<file path="src/rtl/shift_add_mult_ctrl.sv">
// shift_add_mult_ctrl: multi-cycle unsigned N x N -> 2N shift-and-add multiplier
//
// One N-bit ripple adder is time-shared: each RUN cycle adds one partial
// product into the high half and shifts the {hi, lo} pair right by one.
//
// Optional feature macro: ZERO_BYPASS_EN
//   defined   -> a zero operand skips RUN and completes on the next edge
//   undefined -> every operation spends N cycles in RUN
//
// Ports:
//   clk        clock, all state changes on its rising edge
//   rst        synchronous active-high reset
//   start_i    request, sampled only in IDLE or DONE
//   a_i        multiplicand, captured when start_i is accepted
//   b_i        multiplier, captured when start_i is accepted
//   busy_o     high while the sequencer is in RUN
//   done_o     one-cycle pulse, high exactly while in DONE
//   product_o  registered 2N-bit result, held until the next completion
//   zero_o     registered product_o == 0, updated with product_o

module shift_add_mult_adder #(
    parameter int N = 4
) (
    input  logic [N-1:0] num1_i,
    input  logic [N-1:0] num2_i,
    input  logic         cin_i,
    output logic [N-1:0] sum_o,
    output logic         cout_o
);
    logic [N:0] c;
    assign c[0] = cin_i;
    for (genvar g = 0; g < N; g++) begin : g_fa
        assign sum_o[g] = num1_i[g] ^ num2_i[g] ^ c[g];
        assign c[g+1]   = (num1_i[g] & num2_i[g]) | (c[g] & (num1_i[g] ^ num2_i[g]));
    end
    assign cout_o = c[N];
endmodule

module shift_add_mult_ctrl #(
    parameter int N = 4
) (
    input  logic           clk,
    input  logic           rst,
    input  logic           start_i,
    input  logic [N-1:0]   a_i,
    input  logic [N-1:0]   b_i,
    output logic           busy_o,
    output logic           done_o,
    output logic [2*N-1:0] product_o,
    output logic           zero_o
);
    localparam int CW = (N > 1) ? $clog2(N) : 1;

    typedef enum logic [1:0] {IDLE, RUN, DONE} state_t;

    state_t         state_q;
    logic [N-1:0]   hi_q, lo_q, mcand_q;
    logic [CW-1:0]  cnt_q;
    logic           busy_q, done_q, zero_q;
    logic [2*N-1:0] product_q;

    logic [N-1:0]   num2, sum;
    logic           cout;
    logic [N-1:0]   hi_d, lo_d;
    logic           bypass;

    // Partial product is the multiplicand gated by the current multiplier LSB.
    assign num2 = lo_q[0] ? mcand_q : '0;

    shift_add_mult_adder #(.N(N)) u_adder (
        .num1_i (hi_q),
        .num2_i (num2),
        .cin_i  (1'b0),
        .sum_o  (sum),
        .cout_o (cout)
    );

    // Carry-out becomes the new MSB of hi; sum LSB shifts into lo.
    assign hi_d = {cout, sum[N-1:1]};
    assign lo_d = {sum[0], lo_q[N-1:1]};

`ifdef ZERO_BYPASS_EN
    assign bypass = (a_i == '0) || (b_i == '0);
`else
    assign bypass = 1'b0;
`endif

    always_ff @(posedge clk) begin
        if (rst) begin
            state_q   <= IDLE;
            hi_q      <= '0;
            lo_q      <= '0;
            mcand_q   <= '0;
            cnt_q     <= '0;
            busy_q    <= 1'b0;
            done_q    <= 1'b0;
            product_q <= '0;
            zero_q    <= 1'b1;
        end else begin
            case (state_q)
                RUN: begin
                    hi_q  <= hi_d;
                    lo_q  <= lo_d;
                    cnt_q <= cnt_q + CW'(1);
                    if (cnt_q == CW'(N-1)) begin
                        state_q   <= DONE;
                        busy_q    <= 1'b0;
                        done_q    <= 1'b1;
                        product_q <= {hi_d, lo_d};
                        zero_q    <= ({hi_d, lo_d} == '0);
                    end
                end
                IDLE, DONE: begin
                    if (start_i) begin
                        mcand_q <= a_i;
                        lo_q    <= b_i;
                        hi_q    <= '0;
                        cnt_q   <= '0;
                        if (bypass) begin
                            state_q   <= DONE;
                            busy_q    <= 1'b0;
                            done_q    <= 1'b1;
                            product_q <= '0;
                            zero_q    <= 1'b1;
                        end else begin
                            state_q <= RUN;
                            busy_q  <= 1'b1;
                            done_q  <= 1'b0;
                        end
                    end else begin
                        state_q <= IDLE;
                        busy_q  <= 1'b0;
                        done_q  <= 1'b0;
                    end
                end
                default: begin
                    state_q <= IDLE;
                    busy_q  <= 1'b0;
                    done_q  <= 1'b0;
                end
            endcase
        end
    end

    assign busy_o    = busy_q;
    assign done_o    = done_q;
    assign product_o = product_q;
    assign zero_o    = zero_q;
endmodule
</file>
<file path="config.mk">
export PLATFORM = sky130hd
export DESIGN_NAME = shift_add_mult_ctrl
export DESIGN_NICKNAME = d
export VERILOG_FILES = /design/src/rtl/shift_add_mult_ctrl.sv
export SDC_FILE = /design/constraint.sdc
export NUM_CORES = 1
export LEC_CHECK = 0
export CAP_MARGIN = 5
export CORE_ASPECT_RATIO = 0.7
export CORE_MARGIN = 1
export CORE_UTILIZATION = 49
export DETAILED_ROUTE_END_ITERATION = 8
export GPL_TIMING_DRIVEN = 1
export PLACE_DENSITY = 0.76
export SYNTH_ARGS = -nofsm -noshare
export SYNTH_HDL_FRONTEND = slang
export SYNTH_SLANG_ARGS = --single-unit
</file>
<file path="constraint.sdc">
create_clock -name clk -period 3.1 [get_ports clk]
set_input_delay 0.465 -clock clk [delete_from_list [all_inputs] [get_ports clk]]
set_output_delay 0.465 -clock clk [all_outputs]
set_load 0.01 [all_outputs]
</file>
==> run summary, run 1 <==
run status -> finished clean
TritonCTS clock tree -> built
net count after synthesis -> 142
overall power after layout -> 0.000565 W
post-CTS setup buffer count -> 0
count of standard-cell rows -> 14
commonest cells after routing, fill and taps aside -> 26 x sky130_fd_sc_hd__dfxtp_1, 21 x sky130_fd_sc_hd__nand2_1, 21 x sky130_fd_sc_hd__clkdlybuf4s50_1
critical path data required time -> 3.34 ns
first-pass iteration count of the detailed router -> 4
number of H-tree branching levels -> 1
Setup crit end kind -> register
Skew-Pair Late Insertion Delay -> 0.31 ns
maximum number of buffers from clock root to sink -> 2
crit path max-delay cell type -> sky130_fd_sc_hd__fa_1
clock skew -> 0.000541 ns
power density over the cells -> 422 nW/µm²
number of flip-flops and latches in the synthesized netlist -> 26
Synth cell types -> 26
routability congestion estimate -> 0.734
portion of the clock cycle consumed by the worst path in the final layout -> 0.775
number of nets in the finished design -> 159
CP peak stage delay -> 0.53 ns
wirelength, routed -> 2220 µm
Core Box Area -> 2150 µm²
Post-Syn Instances -> 126
hold-fix buffers at CTS -> 0
final total negative setup slack -> 0 ns
proportion of layout cells with a drive suffix above 1 -> 0.0213
Ys Warns -> 0
port buffer count -> 21
clk sinks -> 26
worst min-delay path class -> register to register
aggregate global routing overflow -> 0
number of buffers inserted during clock tree synthesis -> 3
post-synthesis cell area -> 1120 µm²
final setup vio count -> 0
worst max-slew margin expressed relative to the limit -> 0.391
Leakage -> 0.444 nW
total of cells resized after clock tree synthesis -> 0
Arrival @ worst endpoint -> 2.64 ns
number of antenna-violating nets in the routed design -> 0
count of max-cap constraint violations -> 0
reg-to-reg setup timing slack -> 0.70 ns
first-pass GRT wire length -> 3670 µm
Chip Height -> 42.0 µm
crit start category -> register
P&R area growth vs syn -> 19.7%
register clock-pin slew on the reported worst setup and hold paths -> 0.13 ns
proportion of synthesized chip area in sequential cells -> 0.465
commonest non-fill, non-tap cell in the layout -> sky130_fd_sc_hd__dfxtp_1
worst path cell trace -> and2_1 -> ha_1 -> inv_1 -> fa_1 -> fa_1 -> fa_1 -> nand4_1 -> o31ai_1
number of antenna diodes -> 0
Fmax achieved -> 416 MHz
worst vdd rail ir drop -> 0.000289 V
Die Outline Area -> 2480 µm²
detailed router's first-iteration violation count -> 45
Routed WL per cell -> 12.8 µm
GRT Overall Usage -> 0.198
width of the die -> 59.1 µm
RSZ-0062 raised after global routing -> no
CP most frequent cell -> sky130_fd_sc_hd__fa_1
vias in the first global route -> 893
Final Max Tran Viols -> 0
minimum clock period -> 2.40 ns
number of ports placed on the die boundary -> 22
number of vias in the routed layout -> 906
antenna violations before repair -> 0
starting density of the core -> 0.520
critical path class -> register to register
Avg Synthesized Cell Area -> 8.89 µm²
transition time at the pin with the least slew margin -> 0.911 ns
DRC violation count after routing -> 0
largest driver fanout on the critical path -> 5
final HPWL from detailed placement -> 1620 µm
maximum number of pins on one net before global-route repair -> 27
buffer type at the clock tree root -> sky130_fd_sc_hd__clkbuf_4
vias per cell -> 5.24
endpoints failing hold -> 0
metrics by stage:
| step | instances | hold slack (ns) | setup slack (ns) | util | instance area [µm²] |
|---|---|---|---|---|---|
| after floorplan | 126 | 0.432 | 0.863 | - | 1120 |
| after global placement | 170 | 0.445 | 0.812 | 0.611 | 1320 |
| after detailed placement | 170 | 0.447 | 0.727 | 0.611 | 1320 |
| after CTS | 173 | 0.465 | 0.696 | 0.622 | 1340 |
| after global routing | 173 | 0.485 | 0.543 | 0.622 | 1340 |
| final | 173 | 0.462 | 0.696 | 0.622 | 1340 |
sequential cells by signal (all words and copies together), names as in the netlist:
register	count
done_o	1
product_o	8
cnt_q	2
mcand_q	4
hi_q	4
state_q	2
lo_q	4
zero_o	1
final cells by class:
cell class	count	area, µm²
sequential	26	520
timing repair buffer	21	210
clock buffer	3	22.5
multi-input combinational	87	532
inverter	4	15.0
fill	209	815
tap	32	40.0
path summary, 6_finish.rpt:
path / cells past startpoint / start / to
setup / recovery: 8 / lo_q[0]$_SDFFE_PP0P_ / zero_o$_SDFFE_PP1P_
hold / removal: 2 / product_o[1]$_SDFFE_PP0P_ / product_o[1]$_SDFFE_PP0P_
setup reg to reg: 8 / lo_q[0]$_SDFFE_PP0P_ / zero_o$_SDFFE_PP1P_
hold reg to reg: 2 / product_o[1]$_SDFFE_PP0P_ / product_o[1]$_SDFFE_PP0P_
logic make-up after synthesis:
group | Yosys count | synth area share
fa+ha+maj | 5 | 0.0760
simple gates | 53 | 0.229
compound gates | 25 | 0.134
buf+inv | 13 | 0.0603
flops | 26 | 0.465
mux | 4 | 0.0358
worst max-delay path: cells and delay by family, from the launching register on:
family / cells / cell delay [ns]
adder cells (fa/ha/maj): 4 / 1.42
AND/OR/NAND/NOR: 2 / 0.25
buffers and inverters: 1 / 0.05
flip-flops: 1 / 0.40
AO/OA/AOI/OAI: 1 / 0.20
per-layer routing:
metal | up-vias | global-route usage | share of wire
met2 | 23 | 0.302 | 0.46
met3 | 4 | 0.0772 | 0.057
met1 | 419 | 0.265 | 0.48
li1 | 460 | - | -
met5 | - | 0 | 0
met4 | 0 | 0.0429 | 0.0095
Yosys cell counts (all sizes together):
cell	instances	area share
a211oi	8	0.054
a21oi	15	0.067
and2	1	0.0056
and3b	1	0.0078
buf	5	0.032
clkbuf	4	0.015
dfxtp	26	0.46
fa	3	0.054
ha	2	0.022
inv	4	0.013
mux2i	4	0.036
nand2	21	0.070
nand2b	7	0.039
nand3	6	0.027
nand3b	1	0.0067
nand4	1	0.0056
nor2	6	0.020
nor2b	2	0.011
nor3	5	0.022
nor3b	1	0.0067
o21a	1	0.0067
o31ai	1	0.0067
or4	1	0.0067
power breakdown:
part	leakage, nW	internal [W]	switching, W
Combinational	0.218	0.0000321	0.0000344
Clock	0.0138	0.0000455	0.0000934
Sequential	0.212	0.000346	0.0000134
Total	0.444	0.000424	0.000141
Power figures use the tool's default switching activity.
==> run 2, diff against run 1 <==
--- a/config.mk
+++ b/config.mk
@@ -8,10 +8,10 @@
 export CAP_MARGIN = 5
 export CORE_ASPECT_RATIO = 0.7
 export CORE_MARGIN = 1
-export CORE_UTILIZATION = 49
+export CORE_UTILIZATION = 45
 export DETAILED_ROUTE_END_ITERATION = 8
 export GPL_TIMING_DRIVEN = 1
-export PLACE_DENSITY = 0.76
+export PLACE_DENSITY = 0.74
 export SYNTH_ARGS = -nofsm -noshare
 export SYNTH_HDL_FRONTEND = slang
 export SYNTH_SLANG_ARGS = --single-unit
==> constraint.sdc (replaced) <==
create_clock -name clk -period 2.19 [get_ports clk]
set_input_delay 0.3285 -clock clk [delete_from_list [all_inputs] [get_ports clk]]
set_output_delay 0.3285 -clock clk [all_outputs]
set_load 0.01 [all_outputs]
==> run 2 against run 1 <==
Effect of this change:
- the run now ends with setup timing left
- flip-flop and latch count unchanged
- clock skew up 0.0018 ns
- non-clock buffer count increased by 5
- largest cell class unchanged
- largest power group unchanged
==> run summary, run 2 (synthesis gave the netlist of run 1 again) <==
run status -> finished, violations left
failing checks -> setup timing
# fillers -> 211 (+0.96%)
number of nets in the finished design -> 164 (+3.1%)
first-pass iteration count of the detailed router -> 3 (-1)
Setup crit end kind -> register
portion of the clock cycle consumed by the worst path in the final layout -> 1.01 (+0.232)
power share of the clock group -> 0.282 (+0.036)
maximum number of pins on one net before global-route repair -> 15 (-44%)
final total negative setup slack -> -0.0155 ns (-0.0155 ns)
Die Outline Area -> 2700 µm² (+8.5%)
path length in cells of the critical path -> 8 (unchanged)
internal power component -> 0.000646 W (+52%)
PnR worst setup slack -> -0.0155 ns (-0.712 ns)
number of antenna-violating nets in the routed design -> 0 (unchanged)
final setup vio count -> 1 (+1)
critical path endpoint -> zero_o$_SDFFE_PP1P_
worst max-slew margin expressed relative to the limit -> 0.635 (+0.245)
Worst Setup Slack post-DPL -> -0.0635 ns (-0.791 ns)
hold slack final -> 0.464 ns (+0.00249 ns)
crit start category -> register
cell area after layout -> 1420 µm² (+6.2%)
Routed WL per cell -> 12.7 µm (-0.95%)
Worst Reg-to-Reg Cells -> 8 (unchanged)
Area after DPL -> 1350 µm² (+2.8%)
wirelength, routed -> 2270 µm (+2.5%)
aggregate global routing overflow -> 0 (unchanged)
maximum number of buffers from clock root to sink -> 2 (unchanged)
net load switching power -> 0.000209 W (+48%)
reg-to-reg setup timing slack -> -0.02 ns (-0.71 ns)
commonest non-fill, non-tap cell in the layout -> sky130_fd_sc_hd__dfxtp_1
Arrival @ worst endpoint -> 2.45 ns (-0.19 ns)
hold path startpoint -> mcand_q[0]$_SDFFE_PP0P_
Switching Fraction -> 0.244 (-0.00541)
DRC violation count after routing -> 0 (unchanged)
number of ports placed on the die boundary -> 22 (unchanged)
P&R area growth vs syn -> 27.0%
CP peak stage delay -> 0.52 ns (about the same)
endpoints failing hold -> 0 (unchanged)
clk sinks -> 26 (unchanged)
commonest cells after routing, fill and taps aside -> 24 x sky130_fd_sc_hd__dfxtp_1, 21 x sky130_fd_sc_hd__nand2_1, 21 x sky130_fd_sc_hd__clkdlybuf4s50_1
number of antenna diodes -> 0 (unchanged)
worst path cell trace -> and2_4 -> ha_4 -> inv_2 -> fa_2 -> fa_2 -> fa_1 -> nand4_1 -> o31ai_1
GRT Overall Usage -> 0.191 (-0.00674)
multi-input combinational cell area -> 561 µm² (+5.4%)
sequential standard cell area -> 523 µm² (+0.48%)
worst min-delay path class -> register to register
number of buffers inserted during clock tree synthesis -> 3 (unchanged)
buffer type at the clock tree root -> sky130_fd_sc_hd__clkbuf_4
detailed router's first-iteration violation count -> 81 (+80%)
share of total power in sequential cells -> 0.594 (-0.043)
critical path class -> register to register
worst vdd rail ir drop -> 0.000398 V (+38%)
TritonCTS clock tree -> built
transition time at the pin with the least slew margin -> 0.546 ns (-0.365 ns)
critical path data required time -> 2.44 ns (-0.90 ns)
crit path max-delay cell type -> sky130_fd_sc_hd__fa_1
CP startpoint -> mcand_q[0]$_SDFFE_PP0P_
number of flip-flops in the largest register -> 8 (unchanged)
Leakage -> 0.478 nW (+7.7%)
number of vias in the routed layout -> 938 (+3.5%)
count of max-cap constraint violations -> 0 (unchanged)
Skew-Pair Late Insertion Delay -> 0.32 ns (about the same)
combinational share of power -> 0.124 (+0.006)
first-pass GRT wire length -> 3790 µm (+3.2%)
routability congestion estimate -> 0.783 (+6.7%)
vias per cell -> 5.24 (about the same)
port buffer count -> 21 (unchanged)
sum of buffers and inverters on the critical path -> 1 (unchanged)
Core Box Area -> 2240 µm² (+4.1%)
final HPWL from detailed placement -> 1730 µm (+6.4%)
Chip Height -> 43.7 µm (+4.1%)
largest driver fanout on the critical path -> 3 (-2)
endpoint of the lowest-slack register-to-register path -> zero_o$_SDFFE_PP1P_
Fmax achieved -> 453 MHz (+9.0%)
count of standard-cell rows -> 14 (unchanged)
antenna violations before repair -> 0 (unchanged)
Crit Reg-Reg Startpoint -> mcand_q[0]$_SDFFE_PP0P_
CP top delay family -> adder cells
register clock-pin slew on the reported worst setup and hold paths -> 0.14 ns (about the same)
power density over the cells -> 601 nW/µm² (+43%)
starting density of the core -> 0.499 (-0.0203)
CP most frequent cell -> sky130_fd_sc_hd__fa_2
vias in the first global route -> 836 (-6.4%)
RSZ-0062 raised after global routing -> yes
width of the die -> 61.6 µm (+4.2%)
minimum clock period -> 2.21 ns (-0.198 ns)
number of H-tree branching levels -> 1 (unchanged)
Final Max Tran Viols -> 0 (unchanged)
proportion of layout cells with a drive suffix above 1 -> 0.122 (+0.101)
clock skew -> 0.00235 ns (+0.00181 ns)
==> run 2: cell types whose count changed in the layout (fill, tap and decap cells not counted), moves of 2 or more <==
| cell | previous run | this run |
|---|---|---|
| sky130_fd_sc_hd__buf_4 | 0 | 5 |
| sky130_fd_sc_hd__dfxtp_1 | 26 | 24 |
| sky130_fd_sc_hd__dfxtp_2 | 0 | 2 |
| sky130_fd_sc_hd__fa_1 | 3 | 1 |
| sky130_fd_sc_hd__fa_2 | 0 | 2 |
==> run 2: cell type report <==
class	count	area share
inverter	4	0.0106
sequential	26	0.368
timing repair buffer	26	0.174
multi-input combinational	87	0.394
clock buffer	4	0.0255
tap	32	0.0281
==> run 2: layer usage <==
layer | global-route usage | up-vias | wire length, µm
li1 | - | 472 | -
met1 | 0.269 | 448 | 1150
met2 | 0.292 | 16 | 1020
met3 | 0.0657 | 2 | 90
met4 | 0.0267 | 0 | 14
met5 | 0 | - | 0
==> run 2: per-stage QoR <==
step	utilization	power, W	instances
final	0.634	0.000855	179
after global routing	0.634	0.000894	179
after CTS	0.633	0.000857	179
after detailed placement	0.604	0.000621	174
after global placement	0.604	0.000618	174
after floorplan	-	0.000581	126
==> run 2: power groups by stage <==
stage	combinational, W	sequential [W]	clock (W)
after floorplan	0.0000698	0.000512	0
after global placement	0.000101	0.000517	0
after detailed placement	0.000103	0.000518	0
after CTS	0.000106	0.000508	0.000243
after global routing	0.000118	0.000510	0.000266
final	0.000106	0.000508	0.000241
==> run 2: what timing repair did <==
action | CTS | global route
hold endpoints to repair | 0 | 0
setup endpoints to repair | 2 | 3
pin swaps | 6 | 1
gates resized for setup | 6 | 1
cloned | 0 | 0
hold buffers | 0 | 0
buffers inserted | 1 | 0
==> run 2: how the worst min path moves through the flow <==
stage,to,slack (ns),cells past startpoint
2_1_floorplan,mcand_q[0]$_SDFFE_PP0P_,0.43,2
3_3_place_gp,mcand_q[0]$_SDFFE_PP0P_,0.45,2
3_5_place_dp,mcand_q[0]$_SDFFE_PP0P_,0.45,2
4_1_cts,product_o[3]$_SDFFE_PP0P_,0.46,2
5_1_grt,mcand_q[1]$_SDFFE_PP0P_,0.49,2
6_report,mcand_q[0]$_SDFFE_PP0P_,0.46,2
==> run 2: tightest hold or removal path: cells and delay by family, from the launching register on <==
kind / cells / cell delay (ns)
and+or+nand+nor: 1 / 0.05
DFF: 1 / 0.34
AOI/OAI and AO/OA: 1 / 0.05
==> run 3, diff against run 2 <==
--- a/config.mk
+++ b/config.mk
@@ -6,7 +6,6 @@
 export NUM_CORES = 1
 export LEC_CHECK = 0
 export CAP_MARGIN = 5
-export CORE_ASPECT_RATIO = 0.7
 export CORE_MARGIN = 1
 export CORE_UTILIZATION = 45
 export DETAILED_ROUTE_END_ITERATION = 8
==> run 3 against run 2 <==
Effect of this change:
- the run still ends with setup timing left
- via count shrank 1.1%
- die area shrank 0.12%
- combinational power is essentially flat
- flip-flop and latch count is the same
- clock-buffer cell count shrank 1
- non-clock buffer count shrank 2
- worst setup slack gained 0.0096 ns
- first-iteration DRC count shrank 86%
- sequential power is essentially flat
- fmax grew 0.44%
- total power shrank 5.7%
- register-to-register slack is essentially flat
- largest power group unchanged
==> run summary, run 3 (synthesis gave the netlist of run 1 again) <==
port buffer count -> 21 (unchanged)
starting density of the core -> 0.492 (-0.00741)
number of ports placed on the die boundary -> 22 (unchanged)
number of antenna-violating nets in the routed design -> 0 (unchanged)
worst vdd rail ir drop -> 0.000498 V (+25%)
power density over the cells -> 585 nW/µm² (-2.7%)
antenna violations before repair -> 0 (unchanged)
number of H-tree branching levels -> 1 (unchanged)
transition time at the pin with the least slew margin -> 0.513 ns (-0.0328 ns)
portion of the clock cycle consumed by the worst path in the final layout -> 1.00 (-0.00438)
Switching Fraction -> 0.248 (+0.00347)
vias in the first global route -> 883 (+5.6%)
count of max-cap constraint violations -> 0 (unchanged)
P&R area growth vs syn -> 23.2%
Final Max Tran Viols -> 0 (unchanged)
Fmax achieved -> 455 MHz (+0.44%)
instance count along the most critical hold path -> 2 (unchanged)
critical path data required time -> 2.43 ns (about the same)
commonest cells after routing, fill and taps aside -> 24 x sky130_fd_sc_hd__dfxtp_1, 21 x sky130_fd_sc_hd__nand2_1, 21 x sky130_fd_sc_hd__clkdlybuf4s50_1
RSZ-0062 raised after global routing -> yes
final HPWL from detailed placement -> 1590 µm (-8.1%)
combinational share of power -> 0.128 (+0.004)
post-CTS setup buffer count -> 0 (-1)
share of total power in sequential cells -> 0.629 (+0.035)
hold-fix buffers at CTS -> 0 (unchanged)
vias per cell -> 5.40 (+3.0%)
endpoint of the lowest-slack register-to-register path -> zero_o$_SDFFE_PP1P_
maximum number of buffers from clock root to sink -> 2 (unchanged)
clock skew -> 0.00403 ns (+0.00167 ns)
Setup crit end kind -> register
Skew-Pair Late Insertion Delay -> 0.31 ns (about the same)
GRT Overall Usage -> 0.188 (-0.00335)
final setup vio count -> 1 (unchanged)
Routed WL per cell -> 12.7 µm (+0.13%)
endpoints failing hold -> 0 (unchanged)
worst min-delay path class -> register to register
Worst Reg-to-Reg Cells -> 8 (unchanged)
proportion of layout cells with a drive suffix above 1 -> 0.0903 (-0.0322)
number of nets in the finished design -> 162 (-1.2%)
crit start category -> register
largest driver fanout on the critical path -> 3 (unchanged)
minimum clock period -> 2.20 ns (-0.00958 ns)
commonest non-fill, non-tap cell in the layout -> sky130_fd_sc_hd__dfxtp_1
maximum number of pins on one net before global-route repair -> 27 (+12)
clk sinks -> 26 (unchanged)
number of vias in the routed layout -> 928 (-1.1%)
failing checks -> setup timing
Finished Core Util -> 0.606 (-0.0281)
hold path startpoint -> mcand_q[0]$_SDFFE_PP0P_
count of standard-cell rows -> 17 (+3)
aggregate global routing overflow -> 0 (unchanged)
number of buffers inserted during clock tree synthesis -> 3 (unchanged)
register clock-pin slew on the reported worst setup and hold paths -> 0.13 ns (about the same)
wirelength, routed -> 2190 µm (-3.8%)
Die Outline Area -> 2690 µm² (-0.12%)
critical path class -> register to register
worst max-slew margin expressed relative to the limit -> 0.657 (+0.0219)
width of the die -> 51.9 µm (-16%)
Crit Reg-Reg Startpoint -> lo_q[0]$_SDFFE_PP0P_
# fillers -> 189 (-10%)
routability congestion estimate -> 0.766 (-2.2%)
Chip Height -> 51.9 µm (+19%)
internal power component -> 0.000607 W (-6.1%)
number of flip-flops in the largest register -> 8 (unchanged)
first-pass GRT wire length -> 3710 µm (-2.2%)
Leakage -> 0.461 nW (-3.6%)
Arrival @ worst endpoint -> 2.43 ns (-0.02 ns)
reg-to-reg setup timing slack -> -0.006 ns (about the same)
run status -> finished, violations left
Core Box Area -> 2280 µm² (+1.5%)
first-pass iteration count of the detailed router -> 4 (+1)
PnR worst setup slack -> -0.00596 ns (+0.00958 ns)
TritonCTS clock tree -> built
DRC violation count after routing -> 0 (unchanged)
number of antenna diodes -> 0 (unchanged)
final total negative setup slack -> -0.00596 ns (+0.00958 ns)
power share of the clock group -> 0.243 (-0.039)
buffer type at the clock tree root -> sky130_fd_sc_hd__clkbuf_4
Worst Hold Path EP -> mcand_q[0]$_SDFFE_PP0P_
detailed router's first-iteration violation count -> 11 (-86%)
net load switching power -> 0.000200 W (-4.3%)
==> run 3: cell types whose count changed in the layout (fill, tap and decap cells not counted), sizes merged <==
cell | before | now
clkbuf | 4 | 3
buf | 5 | 3
==> run 3: routing by layer <==
layer | track usage | vias to the layer above | part of all wire
met1 | 0.229 | 446 | 0.48
met2 | 0.310 | 14 | 0.47
li1 | - | 466 | -
met3 | 0.0643 | 2 | 0.035
met5 | 0 | - | 0
met4 | 0.0541 | 0 | 0.0078
==> run 3: worst max-delay path by stage <==
| stage | from | end | slack (ns) | cells past startpoint |
|---|---|---|---|---|
| 2_1_floorplan | lo_q[0]$_SDFFE_PP0P_ | zero_o$_SDFFE_PP1P_ | 0.007 | 8 |
| 3_3_place_gp | lo_q[0]$_SDFFE_PP0P_ | zero_o$_SDFFE_PP1P_ | 0.008 | 8 |
| 3_5_place_dp | mcand_q[0]$_SDFFE_PP0P_ | zero_o$_SDFFE_PP1P_ | -0.07 | 8 |
| 4_1_cts | lo_q[0]$_SDFFE_PP0P_ | zero_o$_SDFFE_PP1P_ | -0.05 | 8 |
| 5_1_grt | lo_q[0]$_SDFFE_PP0P_ | zero_o$_SDFFE_PP1P_ | -0.11 | 8 |
| 6_report | lo_q[0]$_SDFFE_PP0P_ | zero_o$_SDFFE_PP1P_ | -0.006 | 8 |
==> run 3: repair_timing <==
| action | CTS | global route |
|---|---|---|
| resized for setup | 5 | 0 |
| endpoints found under the setup margin | 2 | 3 |
| pin swaps | 5 | 1 |
| endpoints found under the hold margin | 0 | 0 |
==> run 3: power by group through the flow <==
stage	clock (W)	combinational (W)	sequential, W
global route	0.000213	0.000116	0.000510
CTS	0.000201	0.000104	0.000507
global placement	0	0.0000997	0.000517
floorplan	0	0.0000698	0.000512
finish	0.000196	0.000103	0.000507
detailed placement	0	0.000103	0.000517
==> run 3: area by class of cell <==
type | count | area (µm²) | share of cell area
Tap cell | 28 | 35.0 | 0.0254
Timing Repair Buffer | 24 | 233 | 0.169
Sequential cell | 26 | 523 | 0.379
Multi-Input combinational cell | 87 | 552 | 0.400
Clock buffer | 3 | 22.5 | 0.0163
Inverter | 4 | 15.0 | 0.0109
==> run 3: critical path, stage by stage (launching register included) <==
cell and delay [ns]:
sky130_fd_sc_hd__dfxtp_2 0.35, sky130_fd_sc_hd__and2_4 0.14, sky130_fd_sc_hd__ha_4 0.12, sky130_fd_sc_hd__inv_2 0.03, sky130_fd_sc_hd__fa_2 0.35, sky130_fd_sc_hd__fa_2 0.34, sky130_fd_sc_hd__fa_1 0.52, sky130_fd_sc_hd__nand4_1 0.09
sky130_fd_sc_hd__o31ai_1 0.19
==> run 3: per-stage QoR <==
step | instance area [µm²] | setup slack [ns] | instances | total power [W] | hold slack [ns]
6_report | 1380 | -0.00596 | 172 | 0.000807 | 0.461
5_1_grt | 1380 | -0.111 | 172 | 0.000840 | 0.490
4_1_cts | 1380 | -0.0524 | 172 | 0.000812 | 0.464
3_5_place_dp | 1340 | -0.0660 | 169 | 0.000620 | 0.446
3_3_place_gp | 1340 | 0.00753 | 169 | 0.000617 | 0.443
2_1_floorplan | 1130 | 0.00746 | 126 | 0.000581 | 0.432
